--- config.mk ---
export PLATFORM = sky130hd
export DESIGN_NAME = hilo_divu_ctrl_flat
export DESIGN_NICKNAME = d
export VERILOG_FILES = /design/src/rtl/hilo_divu_pkg.sv /design/src/rtl/hilo_divu_if.sv /design/src/rtl/hilo_divu_ctrl_hilo_regfile.sv /design/src/rtl/hilo_divu_ctrl.sv /design/src/flat_wrapper.sv
export SDC_FILE = /design/constraint.sdc
export NUM_CORES = 1
export LEC_CHECK = 0
export BUFFER_PORTS_ARGS = -buffer_cell sky130_fd_sc_hd__buf_2
export CAP_MARGIN = 30
export CORE_MARGIN = 2
export CORE_UTILIZATION = 50
export CTS_CLUSTER_DIAMETER = 50
export DETAILED_ROUTE_END_ITERATION = 8
export GPL_ROUTABILITY_DRIVEN = 0
export PLACE_DENSITY = 0.89
export SLEW_MARGIN = 20
export SYNTH_ARGS = -nofsm -noshare
export SYNTH_HDL_FRONTEND = slang
export SYNTH_HIERARCHICAL = 1
export SYNTH_SLANG_ARGS = --single-unit
--- constraint.sdc ---
create_clock -name i_clk -period 7.2 [get_ports i_clk]
set_clock_uncertainty 0.15 [all_clocks]
set_input_delay 0.36 -clock i_clk [delete_from_list [all_inputs] [get_ports i_clk]]
set_output_delay 0.36 -clock i_clk [all_outputs]
set_load 0.1 [all_outputs]
--- src/rtl/hilo_divu_pkg.sv ---
// rtl/hilo_divu_pkg.sv - shared constants and state encoding for the HI/LO divide controller
package hilo_divu_pkg;

  localparam int FUNCT_W = 6;

  // MIPS funct codes seen from EX, and divider command codes.
  localparam logic [FUNCT_W-1:0] FUNCT_DIVU = 6'b011011;
  localparam logic [FUNCT_W-1:0] FUNCT_MFHI = 6'b010000;
  localparam logic [FUNCT_W-1:0] FUNCT_MTHI = 6'b010001;
  localparam logic [FUNCT_W-1:0] FUNCT_MFLO = 6'b010010;
  localparam logic [FUNCT_W-1:0] FUNCT_MTLO = 6'b010011;
  localparam logic [FUNCT_W-1:0] SIG_PAUSE  = 6'b000000;
  // Divider read-out command; this controller never issues it, it samples
  // div_dataOut directly on the capture cycle instead.
  localparam logic [FUNCT_W-1:0] SIG_OUT    = 6'b111111;

  // Default divider timing: 1 load + 33 iterations, result sampled at 36.
  localparam int DIV_ISSUE_CYCLES_DEF = 34;
  localparam int DIV_RESULT_CYCLE_DEF = 36;
  localparam int CNT_W_DEF            = 6;

  typedef enum logic [1:0] {
    ST_INIT = 2'd0,
    ST_IDLE = 2'd1,
    ST_BUSY = 2'd2
  } state_e;

endpackage

--- src/rtl/hilo_divu_if.sv ---
// rtl/hilo_divu_if.sv - EX-stage and divider signal bundle for the HI/LO controller
// slave  : controller side (takes EX op + divider result, drives divider and stall/mf_data)
// master : environment side (EX stage + divider)
import hilo_divu_pkg::*;

interface hilo_divu_if;
  logic               op_valid;
  logic [FUNCT_W-1:0] funct;
  logic [31:0]        rs_data;
  logic [31:0]        rt_data;
  logic               flush;
  logic               stall;
  logic [31:0]        mf_data;
  logic [FUNCT_W-1:0] div_signal;
  logic [31:0]        div_dataA;
  logic [31:0]        div_dataB;
  logic               div_rst;
  logic [63:0]        div_dataOut;

  modport slave (
    input  op_valid, funct, rs_data, rt_data, flush, div_dataOut,
    output stall, mf_data, div_signal, div_dataA, div_dataB, div_rst
  );

  modport master (
    output op_valid, funct, rs_data, rt_data, flush, div_dataOut,
    input  stall, mf_data, div_signal, div_dataA, div_dataB, div_rst
  );
endinterface

--- src/rtl/hilo_divu_ctrl_hilo_regfile.sv ---
// rtl/hilo_divu_ctrl_hilo_regfile.sv - architectural HI/LO registers with capture-over-write priority
// Ports: i_clk, i_reset (async, active-low); i_we_hi/i_we_lo/i_wdata MTHI/MTLO writes;
//        i_cap_en/i_cap_data divider {remainder, quotient} capture;
//        i_rd_hi/i_rd_lo select o_rd_data; o_hi/o_lo register values.
module hilo_regfile (
  input  logic        i_clk,
  input  logic        i_reset,
  input  logic        i_we_hi,
  input  logic        i_we_lo,
  input  logic [31:0] i_wdata,
  input  logic        i_cap_en,
  input  logic [63:0] i_cap_data,
  input  logic        i_rd_hi,
  input  logic        i_rd_lo,
  output logic [31:0] o_rd_data,
  output logic [31:0] o_hi,
  output logic [31:0] o_lo
);

  logic [31:0] r_hi;
  logic [31:0] r_lo;

  always_ff @(posedge i_clk or negedge i_reset) begin
    if (!i_reset) begin
      r_hi <= '0;
      r_lo <= '0;
    end else if (i_cap_en) begin
      // Divider result wins over any same-cycle MTHI/MTLO.
      r_hi <= i_cap_data[63:32];
      r_lo <= i_cap_data[31:0];
    end else begin
      if (i_we_hi) r_hi <= i_wdata;
      if (i_we_lo) r_lo <= i_wdata;
    end
  end

  assign o_rd_data = i_rd_hi ? r_hi : (i_rd_lo ? r_lo : 32'd0);
  assign o_hi      = r_hi;
  assign o_lo      = r_lo;

  // The FSM only writes in IDLE and captures in BUSY, so a collision is a bug.
  a_no_write_on_capture: assert property (
    @(posedge i_clk) disable iff (!i_reset) !(i_cap_en && (i_we_hi || i_we_lo))
  );

endmodule

--- src/rtl/hilo_divu_ctrl.sv ---
// rtl/hilo_divu_ctrl.sv - EX-stage controller sequencing the iterative unsigned divider and HI/LO
// Ports: i_clk; i_reset (async, active-low); bus (hilo_divu_if.slave: EX op/flush in,
//        stall/mf_data out, divider command/operands/reset out, divider result in);
//        o_hi/o_lo architectural HI/LO.
import hilo_divu_pkg::*;

module hilo_divu_ctrl #(
  parameter int DIV_ISSUE_CYCLES = DIV_ISSUE_CYCLES_DEF,
  parameter int DIV_RESULT_CYCLE = DIV_RESULT_CYCLE_DEF,
  parameter int CNT_W            = CNT_W_DEF
) (
  input  logic        i_clk,
  input  logic        i_reset,
  hilo_divu_if.slave  bus,
  output logic [31:0] o_hi,
  output logic [31:0] o_lo
);

  state_e             r_state;
  state_e             w_state_nxt;
  logic [CNT_W-1:0]   r_cnt;
  logic [CNT_W-1:0]   w_cnt_nxt;
  logic [31:0]        r_div_a;
  logic [31:0]        r_div_b;

  logic               w_op_ok;
  logic               w_issue;
  logic               w_we_hi;
  logic               w_we_lo;
  logic               w_cap;
  logic               w_rd_hi;
  logic               w_rd_lo;
  logic               w_stall;
  logic               w_div_rst;
  logic [FUNCT_W-1:0] w_sig;

  always_ff @(posedge i_clk or negedge i_reset) begin
    if (!i_reset) begin
      r_state <= ST_INIT;
      r_cnt   <= '0;
      r_div_a <= '0;
      r_div_b <= '0;
    end else begin
      r_state <= w_state_nxt;
      r_cnt   <= w_cnt_nxt;
      // Operands only move on issue, so they stay fixed for all of BUSY.
      if (w_issue) begin
        r_div_a <= bus.rs_data;
        r_div_b <= bus.rt_data;
      end
    end
  end

  // A flush in IDLE kills whatever op EX is presenting.
  assign w_op_ok = bus.op_valid && !bus.flush;

  always_comb begin
    w_state_nxt = r_state;
    w_cnt_nxt   = r_cnt;
    w_issue     = 1'b0;
    w_we_hi     = 1'b0;
    w_we_lo     = 1'b0;
    w_cap       = 1'b0;
    w_rd_hi     = 1'b0;
    w_rd_lo     = 1'b0;
    w_stall     = 1'b0;
    w_div_rst   = 1'b0;
    w_sig       = SIG_PAUSE;

    case (r_state)
      ST_INIT: begin
        // One-cycle divider clear, used after reset and after a flushed divide.
        w_stall     = 1'b1;
        w_div_rst   = 1'b1;
        w_cnt_nxt   = '0;
        w_state_nxt = ST_IDLE;
      end

      ST_IDLE: begin
        if (w_op_ok) begin
          case (bus.funct)
            FUNCT_DIVU: begin
              w_issue     = 1'b1;
              w_stall     = 1'b1;
              w_cnt_nxt   = CNT_W'(1);
              w_state_nxt = ST_BUSY;
            end
            FUNCT_MTHI: w_we_hi = 1'b1;
            FUNCT_MTLO: w_we_lo = 1'b1;
            FUNCT_MFHI: w_rd_hi = 1'b1;
            FUNCT_MFLO: w_rd_lo = 1'b1;
            default: ;
          endcase
        end
      end

      ST_BUSY: begin
        // EX ops are ignored here; the stalled pipeline re-presents them later.
        w_stall = 1'b1;
        if (r_cnt <= CNT_W'(DIV_ISSUE_CYCLES)) w_sig = FUNCT_DIVU;
        if (bus.flush) begin
          w_cnt_nxt   = '0;
          w_state_nxt = ST_INIT;
        end else if (r_cnt >= CNT_W'(DIV_RESULT_CYCLE)) begin
          // >= rather than == so a corrupted counter still terminates.
          w_cap       = 1'b1;
          w_cnt_nxt   = '0;
          w_state_nxt = ST_IDLE;
        end else begin
          w_cnt_nxt = r_cnt + CNT_W'(1);
        end
      end

      default: begin
        w_stall     = 1'b1;
        w_state_nxt = ST_INIT;
      end
    endcase
  end

  hilo_regfile u_regfile (
    .i_clk      (i_clk),
    .i_reset    (i_reset),
    .i_we_hi    (w_we_hi),
    .i_we_lo    (w_we_lo),
    .i_wdata    (bus.rs_data),
    .i_cap_en   (w_cap),
    .i_cap_data (bus.div_dataOut),
    .i_rd_hi    (w_rd_hi),
    .i_rd_lo    (w_rd_lo),
    .o_rd_data  (bus.mf_data),
    .o_hi       (o_hi),
    .o_lo       (o_lo)
  );

  assign bus.stall      = w_stall;
  assign bus.div_rst    = w_div_rst;
  assign bus.div_signal = w_sig;
  assign bus.div_dataA  = r_div_a;
  assign bus.div_dataB  = r_div_b;

endmodule

--- src/flat_wrapper.sv ---
// flat-port wrapper written by rule: the top's interface ports become plain ports
module hilo_divu_ctrl_flat 
#(
  parameter int DIV_ISSUE_CYCLES = DIV_ISSUE_CYCLES_DEF,
  parameter int DIV_RESULT_CYCLE = DIV_RESULT_CYCLE_DEF,
  parameter int CNT_W            = CNT_W_DEF
)
  (i_clk, i_reset, o_hi, o_lo, bus_op_valid, bus_funct, bus_rs_data, bus_rt_data, bus_flush, bus_div_dataOut, bus_stall, bus_mf_data, bus_div_signal, bus_div_dataA, bus_div_dataB, bus_div_rst);
  hilo_divu_if bus_i ();
  input  logic i_clk;
  input  logic i_reset;
  output logic [31:0] o_hi;
  output logic [31:0] o_lo;
  input wire logic [$bits(bus_i.op_valid)-1:0] bus_op_valid;
  input wire logic [$bits(bus_i.funct)-1:0] bus_funct;
  input wire logic [$bits(bus_i.rs_data)-1:0] bus_rs_data;
  input wire logic [$bits(bus_i.rt_data)-1:0] bus_rt_data;
  input wire logic [$bits(bus_i.flush)-1:0] bus_flush;
  input wire logic [$bits(bus_i.div_dataOut)-1:0] bus_div_dataOut;
  output wire logic [$bits(bus_i.stall)-1:0] bus_stall;
  output wire logic [$bits(bus_i.mf_data)-1:0] bus_mf_data;
  output wire logic [$bits(bus_i.div_signal)-1:0] bus_div_signal;
  output wire logic [$bits(bus_i.div_dataA)-1:0] bus_div_dataA;
  output wire logic [$bits(bus_i.div_dataB)-1:0] bus_div_dataB;
  output wire logic [$bits(bus_i.div_rst)-1:0] bus_div_rst;
  assign bus_i.op_valid = bus_op_valid;
  assign bus_i.funct = bus_funct;
  assign bus_i.rs_data = bus_rs_data;
  assign bus_i.rt_data = bus_rt_data;
  assign bus_i.flush = bus_flush;
  assign bus_i.div_dataOut = bus_div_dataOut;
  assign bus_stall = bus_i.stall;
  assign bus_mf_data = bus_i.mf_data;
  assign bus_div_signal = bus_i.div_signal;
  assign bus_div_dataA = bus_i.div_dataA;
  assign bus_div_dataB = bus_i.div_dataB;
  assign bus_div_rst = bus_i.div_rst;
  hilo_divu_ctrl #(.DIV_ISSUE_CYCLES(DIV_ISSUE_CYCLES), .DIV_RESULT_CYCLE(DIV_RESULT_CYCLE), .CNT_W(CNT_W)) u_core (.i_clk(i_clk), .i_reset(i_reset), .bus(bus_i), .o_hi(o_hi), .o_lo(o_lo));
endmodule
==> results of run 1 <==
[worst min-delay path, delay by kind of cell]
kind                   cells  cell delay [ns]
AO/OA/AOI/OAI              1             0.06
buffers and inverters      1             0.07
AND/OR/NAND/NOR            1             0.04
[flip-flops by register name (all words and copies together) (netlist names)]
signal and count:
u_core/bus.div_dataA 32, u_core/u_regfile/o_lo 32, u_core/u_regfile/o_hi 32, u_core/r_state 2, u_core/bus.div_dataB 32, u_core/r_cnt 6
[what timing repair did]
action                                 CTS  global route
hold buffers                            18             0
endpoints found under the hold margin   82             0
setup endpoints to repair                0             0
[report_power, final]
part           total (W)  switching (W)  leakage, nW  internal [W]
registers       0.000882      0.0000514         1.87      0.000830
logic           0.000803       0.000642         2.66      0.000160
clock network   0.000908       0.000322        0.295      0.000586
total            0.00259        0.00102         4.83       0.00158
[logic make-up (layout without fill, tap and decap cells)]
| kind of cell | Yosys count | in the layout | synth area share [%] |
|---|---|---|---|
| buffers and inverters | 48 | 365 | 6.48 |
| muxes | 129 | 129 | 23.3 |
| adders and majority gates | 6 | 6 | 1.12 |
| AOI/OAI and AO/OA | 116 | 116 | 11.6 |
| and+or+nand+nor | 97 | 97 | 6.55 |
| other | 1 | 4 | 0.0561 |
| DFF | 136 | 136 | 50.9 |
[area by class of cell]
cell class / instances / area, um2
flip-flops and latches: 136 / 3400
multi-input cells: 350 / 2870
repair buffers: 329 / 1780
clock buffers: 19 / 443
fillers: 954 / 4210
clock inverters: 11 / 175
diodes: 2 / 5.00
inverters: 6 / 25.0
well taps: 176 / 220
[metrics by stage]
step,instances,area [um2]
floorplan,534,6690
global placement,978,8090
detailed placement,978,8090
CTS,1026,8890
global route,1029,8920
finish,1029,8920
[synthesized netlist by cell type]
cell,n
dfrtp_1,136
nand2_1,72
mux2i_1,64
o21ai_1,52
mux2_4,49
a22o_1,35
mux2_2,16
buf_6,15
buf_2,9
o21ai_0,8
o21ai_2,8
buf_4,7
buf_12,6
ha_1,6
inv_1,6
nor3b_1,6
clkbuf_2,4
and3_1,3
nand3_1,3
o211ai_1,3
a21oi_1,2
nor2_1,2
nor3_1,2
a21boi_0,1
a21o_1,1
a31oi_1,1
and2_0,1
clkbuf_1,1
conb_1,1
nand2b_1,1
nand3b_1,1
nor2b_1,1
nor2b_4,1
o22ai_1,1
o311ai_0,1
o31a_1,1
o31ai_1,1
o31ai_2,1
or2_1,1
or3_1,1
or4_1,1
or4_4,1
[layout by cell type (no fill, tap or decap), types with 3 or more instances in the layout]
master	Yosys	layout
clkinv_4	0	4
inv_1	6	5
ha_1	6	6
dlygate4sd3_1	0	18
a22o_1	35	35
o21ai_0	8	8
buf_4	7	7
nand2_1	72	72
clkbuf_16	0	17
dfrtp_1	136	136
o21ai_2	8	8
mux2_4	49	49
o21ai_1	52	52
buf_2	9	302
mux2i_1	64	64
o211ai_1	3	3
bufinv_16	0	4
and3_1	3	3
mux2_2	16	16
nand3_1	3	3
nor3b_1	6	5
[routing by layer]
layer  vias to the layer above  track usage [%]  wire length (um)
li1                       2513                -                 -
met1                      2764             33.5              7620
met2                       286             45.2              9750
met3                        48             5.09              1230
met4                         0             12.9               664
met5                         -                0                 0
[how the worst min path moves through the flow]
stage,startpoint,to
6_report,bus_div_dataOut[63],u_core/u_regfile/o_hi[31]
5_1_grt,bus_div_dataOut[12],u_core/u_regfile/o_lo[12]
4_1_cts,bus_div_dataOut[63],u_core/u_regfile/o_hi[31]
3_5_place_dp,i_reset,u_core/bus.div_dataA[13]
3_3_place_gp,i_reset,u_core/bus.div_dataA[16]
2_1_floorplan,i_reset,u_core/bus.div_dataA[0]
==> impl_metrics.yaml, run 1 <==
power_and_ir_drop:
  power_leakage_nw: 4.83
  vdd_drop_max_mv: 0.205
  powerDensity_nw_per_um2: 291
  total_power_w: 0.00259
setup_path:
  end_kind: "output port"
  startpoint: "u_core/r_state[1]"
  critical_path_buf_inv_count: 3
  worstPathCellList: "inv_1 > ha_1 > inv_1 > or4_1 > nor3b_1 > nor2b_4 > a22o_1 > buf_2"
  cp_max_fo: 30
  arrival_ns: 3.87
  r2r_start: "u_core/r_state[1]"
  endpoint: "bus_mf_data[18]"
  required_ns: 6.69
  worst_path_max_delay_cell: "nor2b_4"
  startpoint_type: "register"
  cpMostUsedCell: "inv_1"
  cp_num_cells: 8
  cp_top_family: "simple AND/OR/NAND/NOR gates"
  critPathMaxStageDelay_ns: 0.85
  rr_worst_depth: 8
  r2r_end: "u_core/u_regfile/o_lo[14]"
  regToRegSetupSlack_ns: 4.12
  path_class: "reg2out"
placement:
  dpl_worst_slack_ns: 3.34
  hpwl_um: 13300
  io_buffers: 303
drt:
  wl_per_cell_um: 18.7
  num_vias: 5611
  remaining_drc_errors: 0
  routed_wl_um: 19300
  drtPass1Iterations: 7
  via_per_inst: 5.45
  drtIter0Drc: 482
  ant_nets: 0
logic_synthesis:
  ys_types: 42
  ys_ff_latch: 136
  synth_area_leaders: "dfrtp_1, mux2_4, mux2i_1"
  yosysWarnings: 6
  avgSynthCellArea_um2: 12.5
  ys_seq_area_share_pct: 50.9
  yosysTopAreaCell: "dfrtp_1"
  synthesis.area_um2: 6680
  netlist_instances: 533
  yosysTopAreaCellShare_pct: 50.9
timing:
  max_freq_mhz: 228
  slew_viol_final: 0
  fin_ws_ns: 2.82
  fin_crit_sh_pct: 60.8
  tightest_slew_ns: 0.932
  setup_viol: 0
  rsz0062_at_grt: "false"
  hold_violations: 0
  finalSetupTns_ns: 0
  period_minus_slack_ns: 4.38
  slew_headroom_pct: 37.7
  hold_ws_ns: 0.0110
grt:
  grt_pass1_vias: 5561
  grt.total_usage_pct: 26.9
  antenna_found_initial: 2
  grt_first_pass_wirelength_um: 29800
  gr-total-overflow: 0
  grt_max_degree: 79
status:
  status: "finished, final reports clean"
final_layout:
  syn_to_final_growth_pct: 33.5
  drive_above_1_share_pct: 49.4
  nets: 984
  final_util_pct: 67.9
cts:
  insertion_delay_ns: 0.41
  htreeDepth: 4
  cts_resized: 0
  clk_pin_slew_ns: 0.06
  cts_tree: "yes"
  clock_sinks: 136
  cts_setup_buffers: 0
  clockBufferDepth: 2
  cts_made_buffers: 17
  root_buffer: "clkbuf_16"
floorplanning:
  die_w_um: 120
  core_area_um2: 13100
  die_y_um: 120
  std_cell_rows: 42
  start_util_pct: 50.9
  dieArea_um2: 14300
  io_pins: 306
worst_hold_path:
  hold_path_class: "in2reg"
  hold_depth: 3
run:
  drv_cap: 0
(Power assumes the default switching activity.)
==> run 2, diff against run 1 <==
CORE_UTILIZATION = 43   (was 50)
PLACE_DENSITY = 0.81   (was 0.89)
clock period = 3.8 ns   (was 7.2 ns; I/O delays follow)
==> run 2 against run 1 <==
Against the previous run:
- final cell count increased by 19%
- die area increased by 16%
- global-route usage increased by 2.1 points
- first-iteration DRC count decreased by 23%
- register-to-register slack got worse by 3.8 ns
- via count increased by 15%
- setup slack got worse by 2.6 ns
- cell area increased by 26%
- wire length increased by 26%
- critical path type unchanged
- utilization increased by 6.1 points
- combinational power increased by 110%
- highest routed layer unchanged
==> impl_metrics.yaml, run 2 (synthesis results as in run 1) <==
status:
  status: "finished, final reports clean"
setup_path:
  endpoint: "bus_mf_data[5]"
  path_class: "reg2out"
  required_ns: 3.46
  worst_path_max_delay_cell: "or4_1"
  worstPathCellList: "inv_1 > ha_1 > inv_1 > or4_1 > nor3_4 > buf_4 > a22o_1 > buf_12"
  cp_top_family: "simple AND/OR/NAND/NOR gates"
  cp_num_cells: 8
  regToRegSetupSlack_ns: 0.32
  arrival_ns: 3.27
  critPathMaxStageDelay_ns: 0.68
  end_kind: "output port"
  startpoint: "u_core/r_state[1]"
  cp_max_fo: 19
  critical_path_buf_inv_count: 4
  startpoint_type: "register"
  r2r_end: "u_core/u_regfile/o_hi[11]"
  r2r_start: "u_core/r_state[1]"
  rr_worst_depth: 9
  cpMostUsedCell: "inv_1"
worst_hold_path:
  hold_path_class: "in2async"
power_and_ir_drop:
  power_leakage_nw: 5.85
  powerDensity_nw_per_um2: 455
  vdd_drop_max_mv: 0.607
floorplanning:
  core_area_um2: 15200
  die_y_um: 129
  io_pins: 306
  start_util_pct: 44.0
  die_w_um: 129
  std_cell_rows: 45
  dieArea_um2: 16600
grt:
  antenna_found_initial: 1
  grt.total_usage_pct: 29.0
  grt_first_pass_wirelength_um: 37000
  grt_pass1_vias: 7056
  gr-total-overflow: 0
  grt_max_degree: 110
final_layout:
  final_util_pct: 74.0
  fill_cells: 904
  layout_commonest_cell: "buf_2"
  drive_above_1_share_pct: 41.5
  final_cells: 1223
  final_cell_mix: "buf_2, dlygate4sd3_1, dfrtp_1"
  nets: 1165
  syn_to_final_growth_pct: 68.3
  postLayoutCellArea_um2: 11200
drt:
  drtIter0Drc: 370
  top_layer_used: "met4"
  ant_nets: 0
  routed_wl_um: 24300
  drt-met1-wl_um: 8900
  met2_length_um: 12700
  wl_per_cell_um: 19.8
  wl_met3_um: 1600
  via_per_inst: 5.29
  num_vias: 6469
  drtPass1Iterations: 5
  remaining_drc_errors: 0
timing:
  hold_ws_ns: 0.114
  setup_viol: 0
  rsz0062_at_grt: "false"
  slew_viol_final: 0
  period_minus_slack_ns: 3.61
  max_freq_mhz: 277
  fin_crit_sh_pct: 95.1
  hold_violations: 0
  finalSetupTns_ns: 0
  slew_headroom_pct: 56.2
  tightest_slew_ns: 0.657
cts:
  htreeDepth: 4
  clockBufferDepth: 2
  clock_sinks: 136
  cts_made_buffers: 17
  clk_pin_slew_ns: 0.06
  cts_tree: "yes"
  root_buffer: "clkbuf_16"
  insertion_delay_ns: 0.41
placement:
  io_buffers: 303
  hpwl_um: 13100
  placed_cells: 993
  placed_area_um2: 8590
run:
  drv_cap: 0
==> run 2: cell types whose count changed in the layout (fill, tap and decap cells not counted), sizes merged <==
cell,delta
dlygate4sd3,+174
buf,+6
inv,+3
bufinv,-1
clkinv,-1
clkinvlp,+1
diode,-1
nor2b,+1
==> run 2: worst min-delay path by stage <==
stage	slack, ns	cells past startpoint	to
after floorplan	-0.26	0	u_core/bus.div_dataA[0]
after global placement	0.24	1	u_core/bus.div_dataA[11]
after detailed placement	0.24	1	u_core/bus.div_dataA[11]
after CTS	0.06	4	u_core/r_state[1]
after global routing	0.13	2	u_core/bus.div_dataA[11]
final	0.11	2	u_core/bus.div_dataA[11]
==> run 2: report_power, final <==
| group | leakage (nW) | total, W | switching (W) | internal [W] |
|---|---|---|---|---|
| clock | 0.291 | 0.00173 | 0.000668 | 0.00106 |
| sequential | 1.87 | 0.00167 | 0.000100 | 0.00157 |
| combinational | 3.68 | 0.00172 | 0.00127 | 0.000450 |
| total | 5.85 | 0.00512 | 0.00204 | 0.00308 |
==> run 2: final cells by class <==
cell class / instances / area [um2] / share of cell area, %
clock buffers: 19 / 443 / 3.94
multi-input cells: 351 / 2890 / 25.7
clock inverters: 13 / 170 / 1.51
diodes: 1 / 2.50 / 0.0223
well taps: 188 / 235 / 2.09
repair buffers: 509 / 4080 / 36.3
inverters: 6 / 25.0 / 0.223
flip-flops and latches: 136 / 3400 / 30.3
==> run 2: what timing repair did <==
action                                  in CTS  in global routing
endpoints found under the hold margin      236                  0
hold buffers                               192                  0
endpoints found under the setup margin      30                 30
buffers inserted                             0                  2
gates cloned                                 1                  0
resized for setup                            2                  0
==> run 2: metal layers <==
| layer | track usage (%) | vias up |
|---|---|---|
| li1 | - | 2878 |
| met5 | 0 | - |
| met4 | 15.9 | 0 |
| met1 | 32.0 | 3162 |
| met3 | 6.94 | 88 |
| met2 | 51.4 | 341 |
==> run 2: per-stage QoR <==
step / worst slack (ns) / power [W]
detailed placement: 0.404 / 0.00319
CTS: 0.162 / 0.00509
global route: 0.0380 / 0.00528
global placement: 0.513 / 0.00316
finish: 0.185 / 0.00512
floorplan: 0.423 / 0.00287
==> run 2: worst reg2reg max path: cells and delay by family, from the launching register on <==
kind | cells | cell delay, ns
adders and majority gates | 1 | 0.23
buffers and inverters | 4 | 1.17
DFF | 1 | 0.42
and+or+nand+nor | 2 | 0.96
AOI/OAI and AO/OA | 1 | 0.12
muxes | 1 | 0.32
